File: config.mk
export PLATFORM = sky130hd
export DESIGN_NAME = mul_div_unit
export DESIGN_NICKNAME = d
export VERILOG_FILES = /design/src/rtl/mul_div_unit.sv
export SDC_FILE = /design/constraint.sdc
export NUM_CORES = 1
export LEC_CHECK = 0
export CAP_MARGIN = 20
export CORE_MARGIN = 3
export CORE_UTILIZATION = 45
export CTS_CLUSTER_SIZE = 25
export DETAILED_ROUTE_END_ITERATION = 7
export DONT_BUFFER_PORTS = 1
export HOLD_SLACK_MARGIN = 0.12
export PLACE_DENSITY = 0.65
export SLEW_MARGIN = 20
export SYNTH_ARGS = -nofsm -noshare
export SYNTH_HDL_FRONTEND = slang
export SYNTH_SLANG_ARGS = --single-unit
File: constraint.sdc
create_clock -name clk -period 11.7 [get_ports clk]
set_input_delay 1.755 -clock clk [delete_from_list [all_inputs] [get_ports clk]]
set_output_delay 1.755 -clock clk [all_outputs]
set_load 0.1 [all_outputs]
File: src/rtl/mul_div_unit.sv
`default_nettype none
// ============================================================================
// mul_div_unit : multi-cycle MIPS-style multiply/divide unit owning HI/LO.
// Optional macro FAST_MUL_EN selects a single-cycle combinational multiplier.
// Revision 1.0 - initial release
// ============================================================================
module mul_div_unit #(
    parameter int WIDTH = 32,
    parameter int CNT_W = 6
) (
    input  logic             clk,
    input  logic             resetn,
    input  logic             start,
    input  logic [4:0]       ALUCtrl,
    input  logic [WIDTH-1:0] SrcA,
    input  logic [WIDTH-1:0] SrcB,
    input  logic             flush,
    input  logic             hi_we,
    input  logic             lo_we,
    input  logic [WIDTH-1:0] wdata,
    output logic             stall,
    output logic             done,
    output logic [WIDTH-1:0] hi,
    output logic [WIDTH-1:0] lo
);

    localparam int PW = 2 * WIDTH;
    localparam logic [1:0] IDLE = 2'd0;
    localparam logic [1:0] MUL  = 2'd1;
    localparam logic [1:0] DIV  = 2'd2;
    localparam logic [1:0] DONE = 2'd3;
    localparam logic [CNT_W-1:0] LAST_CNT = CNT_W'(WIDTH - 1);

    logic [1:0]       state_q, state_d;
    logic [CNT_W-1:0] cnt_q, cnt_d;
    logic [WIDTH-1:0] hi_q, hi_d, lo_q, lo_d;
    logic [WIDTH-1:0] acc_hi_q, acc_hi_d, acc_lo_q, acc_lo_d;
    logic [WIDTH-1:0] opnd_q, opnd_d, srca_q, srca_d;
    logic             neg_res_q, neg_res_d, neg_rem_q, neg_rem_d, dz_q, dz_d;

    logic             w_is_mul, w_is_div, w_op_valid, w_op_stall;
    logic             w_sign_a, w_sign_b, w_idle_like, w_busy;
    logic [WIDTH-1:0] w_mag_a, w_mag_b;

    assign w_is_mul    = (ALUCtrl[4:1] == 4'b0100);
    assign w_is_div    = (ALUCtrl[4:1] == 4'b0011);
    assign w_op_valid  = start & (w_is_mul | w_is_div) & ~flush;
    assign w_sign_a    = ~ALUCtrl[0] & SrcA[WIDTH-1];
    assign w_sign_b    = ~ALUCtrl[0] & SrcB[WIDTH-1];
    assign w_mag_a     = w_sign_a ? (~SrcA + WIDTH'(1)) : SrcA;
    assign w_mag_b     = w_sign_b ? (~SrcB + WIDTH'(1)) : SrcB;
    assign w_idle_like = (state_q == IDLE) | (state_q == DONE);
    assign w_busy      = (state_q == MUL) | (state_q == DIV);

    // Shift-add step: acc_hi holds the running partial sum, acc_lo the multiplier.
    logic [WIDTH:0]   w_mul_sum;
    logic [WIDTH-1:0] w_mul_hi, w_mul_lo;
    logic [PW-1:0]    w_mul_prod, w_mul_fin;

    assign w_mul_sum  = {1'b0, acc_hi_q} + (acc_lo_q[0] ? {1'b0, opnd_q} : '0);
    assign w_mul_hi   = w_mul_sum[WIDTH:1];
    assign w_mul_lo   = {w_mul_sum[0], acc_lo_q[WIDTH-1:1]};
    assign w_mul_prod = {w_mul_hi, w_mul_lo};
    assign w_mul_fin  = neg_res_q ? (~w_mul_prod + PW'(1)) : w_mul_prod;

    // Restoring step: acc_hi is the partial remainder, acc_lo shifts dividend out / quotient in.
    logic [WIDTH:0]   w_div_shift;
    logic [WIDTH-1:0] w_div_sub, w_div_rem, w_div_quo, w_quo_fin, w_rem_fin;
    logic             w_div_ge;

    assign w_div_shift = {acc_hi_q, acc_lo_q[WIDTH-1]};
    assign w_div_ge    = (w_div_shift >= {1'b0, opnd_q});
    assign w_div_sub   = w_div_shift[WIDTH-1:0] - opnd_q;
    assign w_div_rem   = w_div_ge ? w_div_sub : w_div_shift[WIDTH-1:0];
    assign w_div_quo   = {acc_lo_q[WIDTH-2:0], w_div_ge};
    assign w_quo_fin   = dz_q ? '1 :
                         (neg_res_q ? (~w_div_quo + WIDTH'(1)) : w_div_quo);
    assign w_rem_fin   = dz_q ? srca_q :
                         (neg_rem_q ? (~w_div_rem + WIDTH'(1)) : w_div_rem);

`ifdef FAST_MUL_EN
    logic [PW-1:0] w_fast_prod, w_fast_fin;

    assign w_fast_prod = {{WIDTH{1'b0}}, w_mag_a} * {{WIDTH{1'b0}}, w_mag_b};
    assign w_fast_fin  = (w_sign_a ^ w_sign_b) ? (~w_fast_prod + PW'(1)) : w_fast_prod;
    assign w_op_stall  = w_op_valid & w_is_div;
`else
    assign w_op_stall  = w_op_valid;
`endif

    assign stall = ~flush & ((w_op_stall & w_idle_like) | w_busy);
    assign done  = ~flush & (state_q == DONE);
    assign hi    = hi_q;
    assign lo    = lo_q;

    always_comb begin
        state_d   = state_q;
        cnt_d     = cnt_q;
        hi_d      = hi_q;
        lo_d      = lo_q;
        acc_hi_d  = acc_hi_q;
        acc_lo_d  = acc_lo_q;
        opnd_d    = opnd_q;
        srca_d    = srca_q;
        neg_res_d = neg_res_q;
        neg_rem_d = neg_rem_q;
        dz_d      = dz_q;
        case (state_q)
            IDLE, DONE: begin
                if (hi_we) hi_d = wdata;
                if (lo_we) lo_d = wdata;
                state_d = IDLE;
                if (w_op_valid) begin
                    cnt_d     = '0;
                    srca_d    = SrcA;
                    neg_res_d = w_sign_a ^ w_sign_b;
                    neg_rem_d = w_sign_a;
                    dz_d      = w_is_div & (SrcB == '0);
                    acc_hi_d  = '0;
                    if (w_is_mul) begin
`ifdef FAST_MUL_EN
                        hi_d    = w_fast_fin[PW-1:WIDTH];
                        lo_d    = w_fast_fin[WIDTH-1:0];
                        state_d = DONE;
`else
                        acc_lo_d = w_mag_b;
                        opnd_d   = w_mag_a;
                        state_d  = MUL;
`endif
                    end else begin
                        acc_lo_d = w_mag_a;
                        opnd_d   = w_mag_b;
                        state_d  = DIV;
                    end
                end
            end
            MUL: begin
                cnt_d    = cnt_q + CNT_W'(1);
                acc_hi_d = w_mul_hi;
                acc_lo_d = w_mul_lo;
                if (cnt_q == LAST_CNT) begin
                    hi_d    = w_mul_fin[PW-1:WIDTH];
                    lo_d    = w_mul_fin[WIDTH-1:0];
                    state_d = DONE;
                end
            end
            default: begin
                cnt_d    = cnt_q + CNT_W'(1);
                acc_hi_d = w_div_rem;
                acc_lo_d = w_div_quo;
                if (cnt_q == LAST_CNT) begin
                    hi_d    = w_rem_fin;
                    lo_d    = w_quo_fin;
                    state_d = DONE;
                end
            end
        endcase
        // A flush squashes any in-flight op and any HI/LO write of this cycle.
        if (flush) begin
            state_d = IDLE;
            hi_d    = hi_q;
            lo_d    = lo_q;
        end
    end

    always_ff @(posedge clk or negedge resetn) begin
        if (!resetn) begin
            state_q   <= IDLE;
            cnt_q     <= '0;
            hi_q      <= '0;
            lo_q      <= '0;
            acc_hi_q  <= '0;
            acc_lo_q  <= '0;
            opnd_q    <= '0;
            srca_q    <= '0;
            neg_res_q <= 1'b0;
            neg_rem_q <= 1'b0;
            dz_q      <= 1'b0;
        end else begin
            state_q   <= state_d;
            cnt_q     <= cnt_d;
            hi_q      <= hi_d;
            lo_q      <= lo_d;
            acc_hi_q  <= acc_hi_d;
            acc_lo_q  <= acc_lo_d;
            opnd_q    <= opnd_d;
            srca_q    <= srca_d;
            neg_res_q <= neg_res_d;
            neg_rem_q <= neg_rem_d;
            dz_q      <= dz_d;
        end
    end

endmodule
`default_nettype wire

# After elaboration in Yosys (flattened, before gate mapping)
# Cells that the tools add are included.
# classes
n_lt_le_gt_ge,1
n_mux,30
n_reduce_logical,8
n_eq_ne,10
add_sub_neg,8
n_bitwise,20
# ops
operator,count
two-way mux 32 bit,18
case mux 32 bit (2 select lines),4
adder 32 x 1 -> 32 bit (second input constant),4
inverter 32 bit,4
adder 64 x 1 -> 64 bit (second input constant),1
two-way mux 64 bit,1
inverter 64 bit,1
adder 32 x 32 -> 33 bit,1
greater-or-equal comparator 33 x 32 -> 1 bit,1
logical NOT 32 bit,1
subtractor 32 bit,1
two-way mux 6 bit,2
two-way mux 2 bit,5
bitwise AND 1 bit,8
AND reduction 4 bit,2
adder 6 x 1 -> 6 bit (second input constant),1
== test 6 x 5 -> 1 bit (second input constant),1
!= test 2 bit (second input constant),3
== test 2 bit (second input constant),2
== test 4 x 2 -> 1 bit (second input constant),1
== test 4 x 3 -> 1 bit (second input constant),1
OR 1 bit,4
nonzero test 3 bit,1
== test 2 x 1 -> 1 bit (second input constant),1
other kinds (7),8
# word_totals
regBits,203
output_inout_bits,66
wordCells,88

# Longest topological paths before layout
# Gate-level depths: netlist (run 1).
# depth
depth_word,8
depth_mapped,25
ltp_nobuf,21

# Worst setup path before layout (run 1)
# OpenSTA, ideal clock, no wires.
# synth_timing
kind,in2out
startpoint,input port ALUCtrl[1]
endpoint,output port stall
setup_slack_ns,5.436
t_arrival_ns,4.509
path_stages,3
required_time_ns,9.945
n_path_buf,0
path_cell_list,nor4b_1 > o21ai_1 > a21oi_1
# synth_via
elab_chain_len,7
# synth_rtl
item,line_no,text
from (decl),14,"input logic [4:0] ALUCtrl,"
== test 4 x 3 -> 1 bit / == test 4 x 2 -> 1 bit (equally long branches),"45, 46",
OR 1 bit *,47,assign w_op_valid = start & (w_is_mul | w_is_div) & ~flush;
bitwise AND 1 bit * (2 in a row),47,
bitwise AND 1 bit *,91,assign stall = ~flush & ((w_op_stall & w_idle_like) | w_busy);
OR 1 bit *,91,
bitwise AND 1 bit *,91,
to (decl),21,"output logic stall,"
# Mark *: on every way between the ends. The rest lies on a longest branch, timed or not.

# Worst setup path after layout (run 1)
# layout_timing
startpoint,register acc_hi_q[5]
endpoint,register hi_q[28] (netlist: hi[28])
# layout_via
elab_chain_len,8
# layout_rtl
item,line_no,text
from (decl),37,"logic [WIDTH-1:0] acc_hi_q, acc_hi_d, acc_lo_q, acc_lo_d;"
from (signal assigned),184,acc_hi_q <= acc_hi_d;
subtractor 32 bit / greater-or-equal comparator 33 x 32 -> 1 bit (equally long branches),"73, 72",
two-way mux 32 bit,74,assign w_div_rem = w_div_ge ? w_div_sub : w_div_shift[WIDTH-1:0];
inverter 32 bit,79,(neg_rem_q ? (~w_div_rem + WIDTH'(1)) : w_div_rem);
adder 32 x 1 -> 32 bit,79,
two-way mux 32 bit,79,
two-way mux 32 bit,78,assign w_rem_fin = dz_q ? srca_q :
two-way mux 32 bit,151,if (cnt_q == LAST_CNT) begin
case mux 32 bit (2 select lines) *,108,case (state_q)
to (signal assigned),182,hi_q <= hi_d;
to (decl),36,"logic [WIDTH-1:0] hi_q, hi_d, lo_q, lo_d;"
# Mark *: on every way between the ends. The rest lies on a longest branch, timed or not. The select of a mux whose other input is x is not followed.
# A chain may end at the register's enable or synchronous reset.

==> results.cfg, run 1 <==
[status]
status = completed

[timing]
hold_violations = 0
rsz0062_at_grt = false
tightest_slew_ns = 1.18
skew_ns = 0.0259
setup_ws_ns = 5.67
slew_viol_final = 0
fin_crit_ns = 6.03
setup-tns-final_ns = 0
slew_headroom = 0.216
finalSetupViolCount = 0
max_freq_ghz = 0.166
fin_crit_sh = 0.515

[yosys]
ys_warn_count = 0
synth_edf_count = 0
syn_area_mm2 = 0.0192
ys_seq_area_frac = 0.264
avgSynthCellArea_um2 = 7.37
ys_seq_elements = 203
syn-num-nets = 2794
postSynthCellCount = 2612
ys.flop_type = dfrtp_1
synth_cell_types = 102
async_flop_share = 1.00

[drt]
vias = 20100
via_per_inst = 6.65
wl_um = 79900
drc_errors = 0
drt_pass1_iterations = 6
detail_route.iter0.violations = 2601
wl_per_cell_um = 26.4
ant_nets = 0

[clocking]
postCtsHoldBufs = 0
htreeDepth = 1
clock_latency_ns = 0.58
clock-sinks = 203
clkTransAtPathRegs_ns = 0.06
cts_made_buffers = 25
postCtsSetupBuffers = 0
cts_tree = built
postCtsResizedCells = 0
clockBufferDepth = 3
root_buffer = clkbuf_16

[place]
pre_cts_slack_ns = 5.83
placed_cell_area_mm2 = 0.0194
place.gp.congestion = 1.02
post-dp-hpwl_um = 62300
io_buffers = 0

[final_layout]
fillCellCount = 4173
final_util = 0.481
layout_common_cells = nand2_1 (385), o21ai_0 (266), a21oi_1 (240)
synthToLayoutAreaGrowth_pct = 5.31
drive_gt1_frac = 0.0479
diodes = 0
final_net_count = 2651
mostFrequentLayoutCell = nand2_1
postLayoutCellArea_mm2 = 0.0203

[setup_path]
path_class = reg2reg
path_buf_inv = 2
crit_family = simple AND/OR/NAND/NOR gates
cp_cell_sequence = ha_1 > a21o_1 > a31oi_1 > o22ai_1 > o31ai_2 > nand2_2 > buf_4 > nand2_1 > nand2_1 > inv_1 > ha_1 > nand3_1 > or3_1 > nor4_1 > o21ai_0 > or4_1 > o21ai_0 > xor2_1 > a31oi_1
path_max_fanout = 34
worst_ep_arrival_time_ns = 6.44
cp-start-kind = flip-flop
slowest_delay_ns = 0.55
crit_start = acc_hi_q[5]$_DFFE_PN0P_
crit_slowest_cell = o31ai_2
required_ns = 12.11
worstReg2RegStart = acc_hi_q[5]$_DFFE_PN0P_
cp-end-kind = flip-flop

[global_route]
grt_pass1_wl_um = 116000
antenna_found_initial = 2
grt_pass1_vias = 17900
grt_start_max_net_pins = 204
grt_usage = 0.339
gr-total-overflow = 0

[worst_hold_path]
hold_class = reg2reg
hp-start = srca_q[19]$_DFFE_PN0P_

[run]
maxCapViolations = 0

[floorplan]
ios = 173
die_w_um = 213
die_h_um = 213
rows = 75
die_area_mm2 = 0.0453
start_util = 0.457
core_area_mm2 = 0.0421
==> kinds of logic after synthesis <==
kind of cell               synth area share
AOI/OAI and AO/OA                     0.304
xor gates and xnor gates             0.0970
adders and majority gates            0.0496
and+or+nand+nor                       0.218
muxes                                0.0139
buffers and inverters                0.0543
DFF                                   0.264
==> per-layer routing <==
metal	wire, um	global-route usage	vias up
li1	-	-	9135
met1	34800	0.502	9594
met2	32200	0.480	1224
met3	9720	0.0849	141
met4	3220	0.113	2
met5	14	0	-
==> final timing paths <==
| kind | end | slack (ns) | cells past startpoint |
|---|---|---|---|
| max reg2reg | hi[28]$_DFFE_PN0P_ | 5.67 | 19 |
| max in group asynchronous | opnd_q[27]$_DFFE_PN0P_ | 10.47 | 0 |
| min reg2reg | srca_q[19]$_DFFE_PN0P_ | 0.47 | 2 |
| max | hi[28]$_DFFE_PN0P_ | 5.67 | 19 |
| min in group asynchronous | lo[6]$_DFFE_PN0P_ | 0.89 | 0 |
| min | srca_q[19]$_DFFE_PN0P_ | 0.47 | 2 |
==> layout make-up <==
cell class	count	area, um^2	share of cell area
clock buffers	31	658	0.0325
clock inverters	12	194	0.00957
inverters	75	282	0.0139
multi-input cells	2141	13200	0.651
flip-flops and latches	203	5080	0.251
well taps	539	674	0.0333
repair buffers	23	185	0.00914
==> worst reg2reg max path: cells and delay by family (launching register included) <==
family | cells | cell delay [ns]
flip-flops | 1 | 0.48
AND/OR/NAND/NOR | 7 | 2.06
AO/OA/AOI/OAI | 7 | 1.97
XOR/XNOR | 1 | 0.18
buffers and inverters | 2 | 0.46
adder cells (fa/ha/maj) | 2 | 0.71
==> synthesized netlist by cell type (18+ instances only) <==
cell type  number  share of area
xor2_1        101          0.046
nand4_1        28         0.0091
or3_1          33          0.011
nand3_1        43          0.011
a221o_1        36          0.019
clkbuf_1      159          0.031
dfrtp_1       203           0.26
inv_1          72          0.014
a211oi_1       23         0.0090
a22oi_1        20         0.0078
nor2_1        234          0.046
o211ai_1       41          0.016
a21oi_1       241          0.063
a221oi_1       20         0.0091
a21o_1         50          0.020
nand2_1       387          0.075
nand2b_1       20         0.0065
ha_1           73          0.047
nor3_1         52          0.014
o31ai_1        35          0.014
o21ai_1        18         0.0047
o21ai_0       266          0.069
mux2i_1        20          0.010
and3_1         21         0.0068
xnor2_1       112          0.051
nor4_1         25         0.0081
buf_2          19         0.0049
==> flip-flops by register name (all words and copies together), names as in the netlist <==
register and flops:
hi 32, acc_hi_q 32, dz_q 1, neg_rem_q 1, srca_q 32, state_q 2, neg_res_q 1, acc_lo_q 32
opnd_q 32, lo 32, cnt_q 6
==> metrics by stage <==
stage / std cells / hold WS [ns]
2_1_floorplan: 2612 / 0.440
3_3_place_gp: 2980 / 0.462
3_5_place_dp: 2980 / 0.468
4_1_cts: 3023 / 0.482
5_1_grt: 3024 / 0.499
6_report: 3024 / 0.474
Power of run 1 is not shown: default switching activity piles up to over one toggle a cycle in this logic, so the estimate is an artifact.
==> run 2: changes to the inputs <==
--- a/config.mk
+++ b/config.mk
@@ -12,7 +12,7 @@
 export DETAILED_ROUTE_END_ITERATION = 7
 export DONT_BUFFER_PORTS = 1
 export HOLD_SLACK_MARGIN = 0.12
-export PLACE_DENSITY = 0.65
+export PLACE_DENSITY = 0.67
 export SLEW_MARGIN = 20
 export SYNTH_ARGS = -nofsm -noshare
 export SYNTH_HDL_FRONTEND = slang
==> constraint.sdc (replaced) <==
create_clock -name clk -period 4.84 [get_ports clk]
set_input_delay 0.726 -clock clk [delete_from_list [all_inputs] [get_ports clk]]
set_output_delay 0.726 -clock clk [all_outputs]
set_load 0.1 [all_outputs]
==> run 2 against run 1 <==
Compared with the run above:
- the run now ends with hold timing left
- hold slack got worse by 0.62 ns
- register-to-register slack worse by 5.5 ns
- via count increased by 2.2%
- setup slack lost 5.5 ns
- sequential cell count unchanged
- cell area rose by 4.9%
- utilization rose by 2.4 points
- global-route usage grew 1.3 points
- highest routed layer unchanged
- sequential share of layout area fell by 1.2 points
- critical path type unchanged
==> results.cfg, run 2 (same netlist as run 1, synthesis figures left out) <==
[status]
status = complete, but fails checks
violations = hold timing

[timing]
whs_ns = -0.141
fin_crit_ns = 4.65
finalSetupViolCount = 0
tightest_slew_ns = 1.09
fin_crit_sh = 0.961
hold_violations = 203
setup_ws_ns = 0.188
slew_viol_final = 0
skew_ns = 0.0161
max_freq_ghz = 0.215
slew_headroom = 0.275

[setup_path]
crit_slowest_cell = or4_4
path_buf_inv = 3
path_class = reg2reg
worst_ep_arrival_time_ns = 5.06
path_max_fanout = 23
cp-start-kind = flip-flop
cp-end-kind = flip-flop
cp_cell_sequence = clkinvlp_4 > buf_4 > nor2_1 > ha_2 > and4_1 > nand3_1 > or3_1 > a211oi_1 > o21ai_0 > a221o_1 > or4_4 > o21ai_1 > xnor2_1 > a22oi_1 > buf_4 > a31oi_1
slowest_delay_ns = 0.59
crit_family = simple AND/OR/NAND/NOR gates
required_ns = 5.25
crit_top_cell = buf_4

[place]
placed_cell_area_mm2 = 0.0202
place.gp.congestion = 1.03
post-dp-hpwl_um = 65300
io_buffers = 0
pre_cts_slack_ns = 0.127

[drt]
detail_route.iter0.violations = 2869
ant_nets = 0
vias = 20500
wl_per_cell_um = 26.4
drc_errors = 0
drt_pass1_iterations = 6
via_per_inst = 6.56
wl_um = 82800

[clocking]
root_buffer = clkbuf_16
clkTransAtPathRegs_ns = 0.07
cts_tree = built
htreeDepth = 1
cts_made_buffers = 26
clock-sinks = 203
clock_latency_ns = 0.57
clockBufferDepth = 3

[final_layout]
mostFrequentLayoutCell = nand2_1
synthToLayoutAreaGrowth_pct = 10.5
final_net_count = 2755
postLayoutCellArea_mm2 = 0.0213
drive_gt1_frac = 0.0969
final_util = 0.505
layout_common_cells = nand2_1 (385), o21ai_0 (264), a21oi_1 (239)

[global_route]
gr-total-overflow = 0
grt_pass1_wl_um = 121000
antenna_found_initial = 1
grt_usage = 0.352
grt_pass1_vias = 18600
grt_start_max_net_pins = 204

[floorplan]
ios = 173
core_area_mm2 = 0.0421
rows = 75
die_h_um = 213
start_util = 0.457
die_w_um = 213
die_area_mm2 = 0.0453

[run]
maxCapViolations = 0

[worst_hold_path]
hold_class = in2async
-- run 2: layout make-up --
cell class	count	area, um^2
Fill cell	4150	20900
Multi-Input combinational cell	2141	13300
Sequential cell	203	5080
Timing Repair Buffer	125	963
Clock buffer	33	758
Tap cell	539	674
Inverter	75	285
Clock inverter	13	185
Timing Repair inverter	1	7.51
Antenna cell	2	5.00
-- run 2: per-layer routing --
| layer | track usage | vias up | share of wire |
|---|---|---|---|
| met1 | 0.517 | 9899 | 0.43 |
| met5 | 0 | - | 0.00011 |
| met3 | 0.0766 | 132 | 0.12 |
| met2 | 0.515 | 1164 | 0.42 |
| met4 | 0.110 | 2 | 0.034 |
| li1 | - | 9351 | - |
-- run 2: through the flow --
step	std cells	setup TNS, ns
after global routing	3130	-0.00382
after floorplan	2612	0
after CTS	3125	0
after global placement	3079	0
after detailed placement	3079	0
final	3132	0
-- run 2: worst register-to-register path, delay by kind of cell (launching register included) --
family	cells	cell delay, ns
buf+inv	3	0.59
xor+xnor	1	0.09
flops	1	0.46
compound gates	6	1.44
simple gates	5	1.49
fa+ha+maj	1	0.42
-- run 2: final timing paths --
| kind | from | endpoint | slack [ns] | cells past startpoint |
|---|---|---|---|---|
| min in group clk | flush | state_q[1]$_DFFE_PN0P_ | 0.23 | 1 |
| min | resetn | hi[21]$_DFFE_PN0P_ | -0.14 | 0 |
| max in group asynchronous | resetn | opnd_q[30]$_DFFE_PN0P_ | 4.64 | 0 |
| max | acc_lo_q[0]$_DFFE_PN0P_ | hi[25]$_DFFE_PN0P_ | 0.19 | 16 |
| max reg2reg | acc_lo_q[0]$_DFFE_PN0P_ | hi[25]$_DFFE_PN0P_ | 0.19 | 16 |
| min reg2reg | opnd_q[1]$_DFFE_PN0P_ | opnd_q[1]$_DFFE_PN0P_ | 0.48 | 2 |
-- run 2: repair_timing --
item / 4_1_cts / 5_1_grt
endpoints found under the setup margin: 0 / 13
gates resized for setup: 0 / 17
endpoints found under the hold margin: 203 / 203
setup buffers: 0 / 4
Power of run 2 is left out for the same reason.
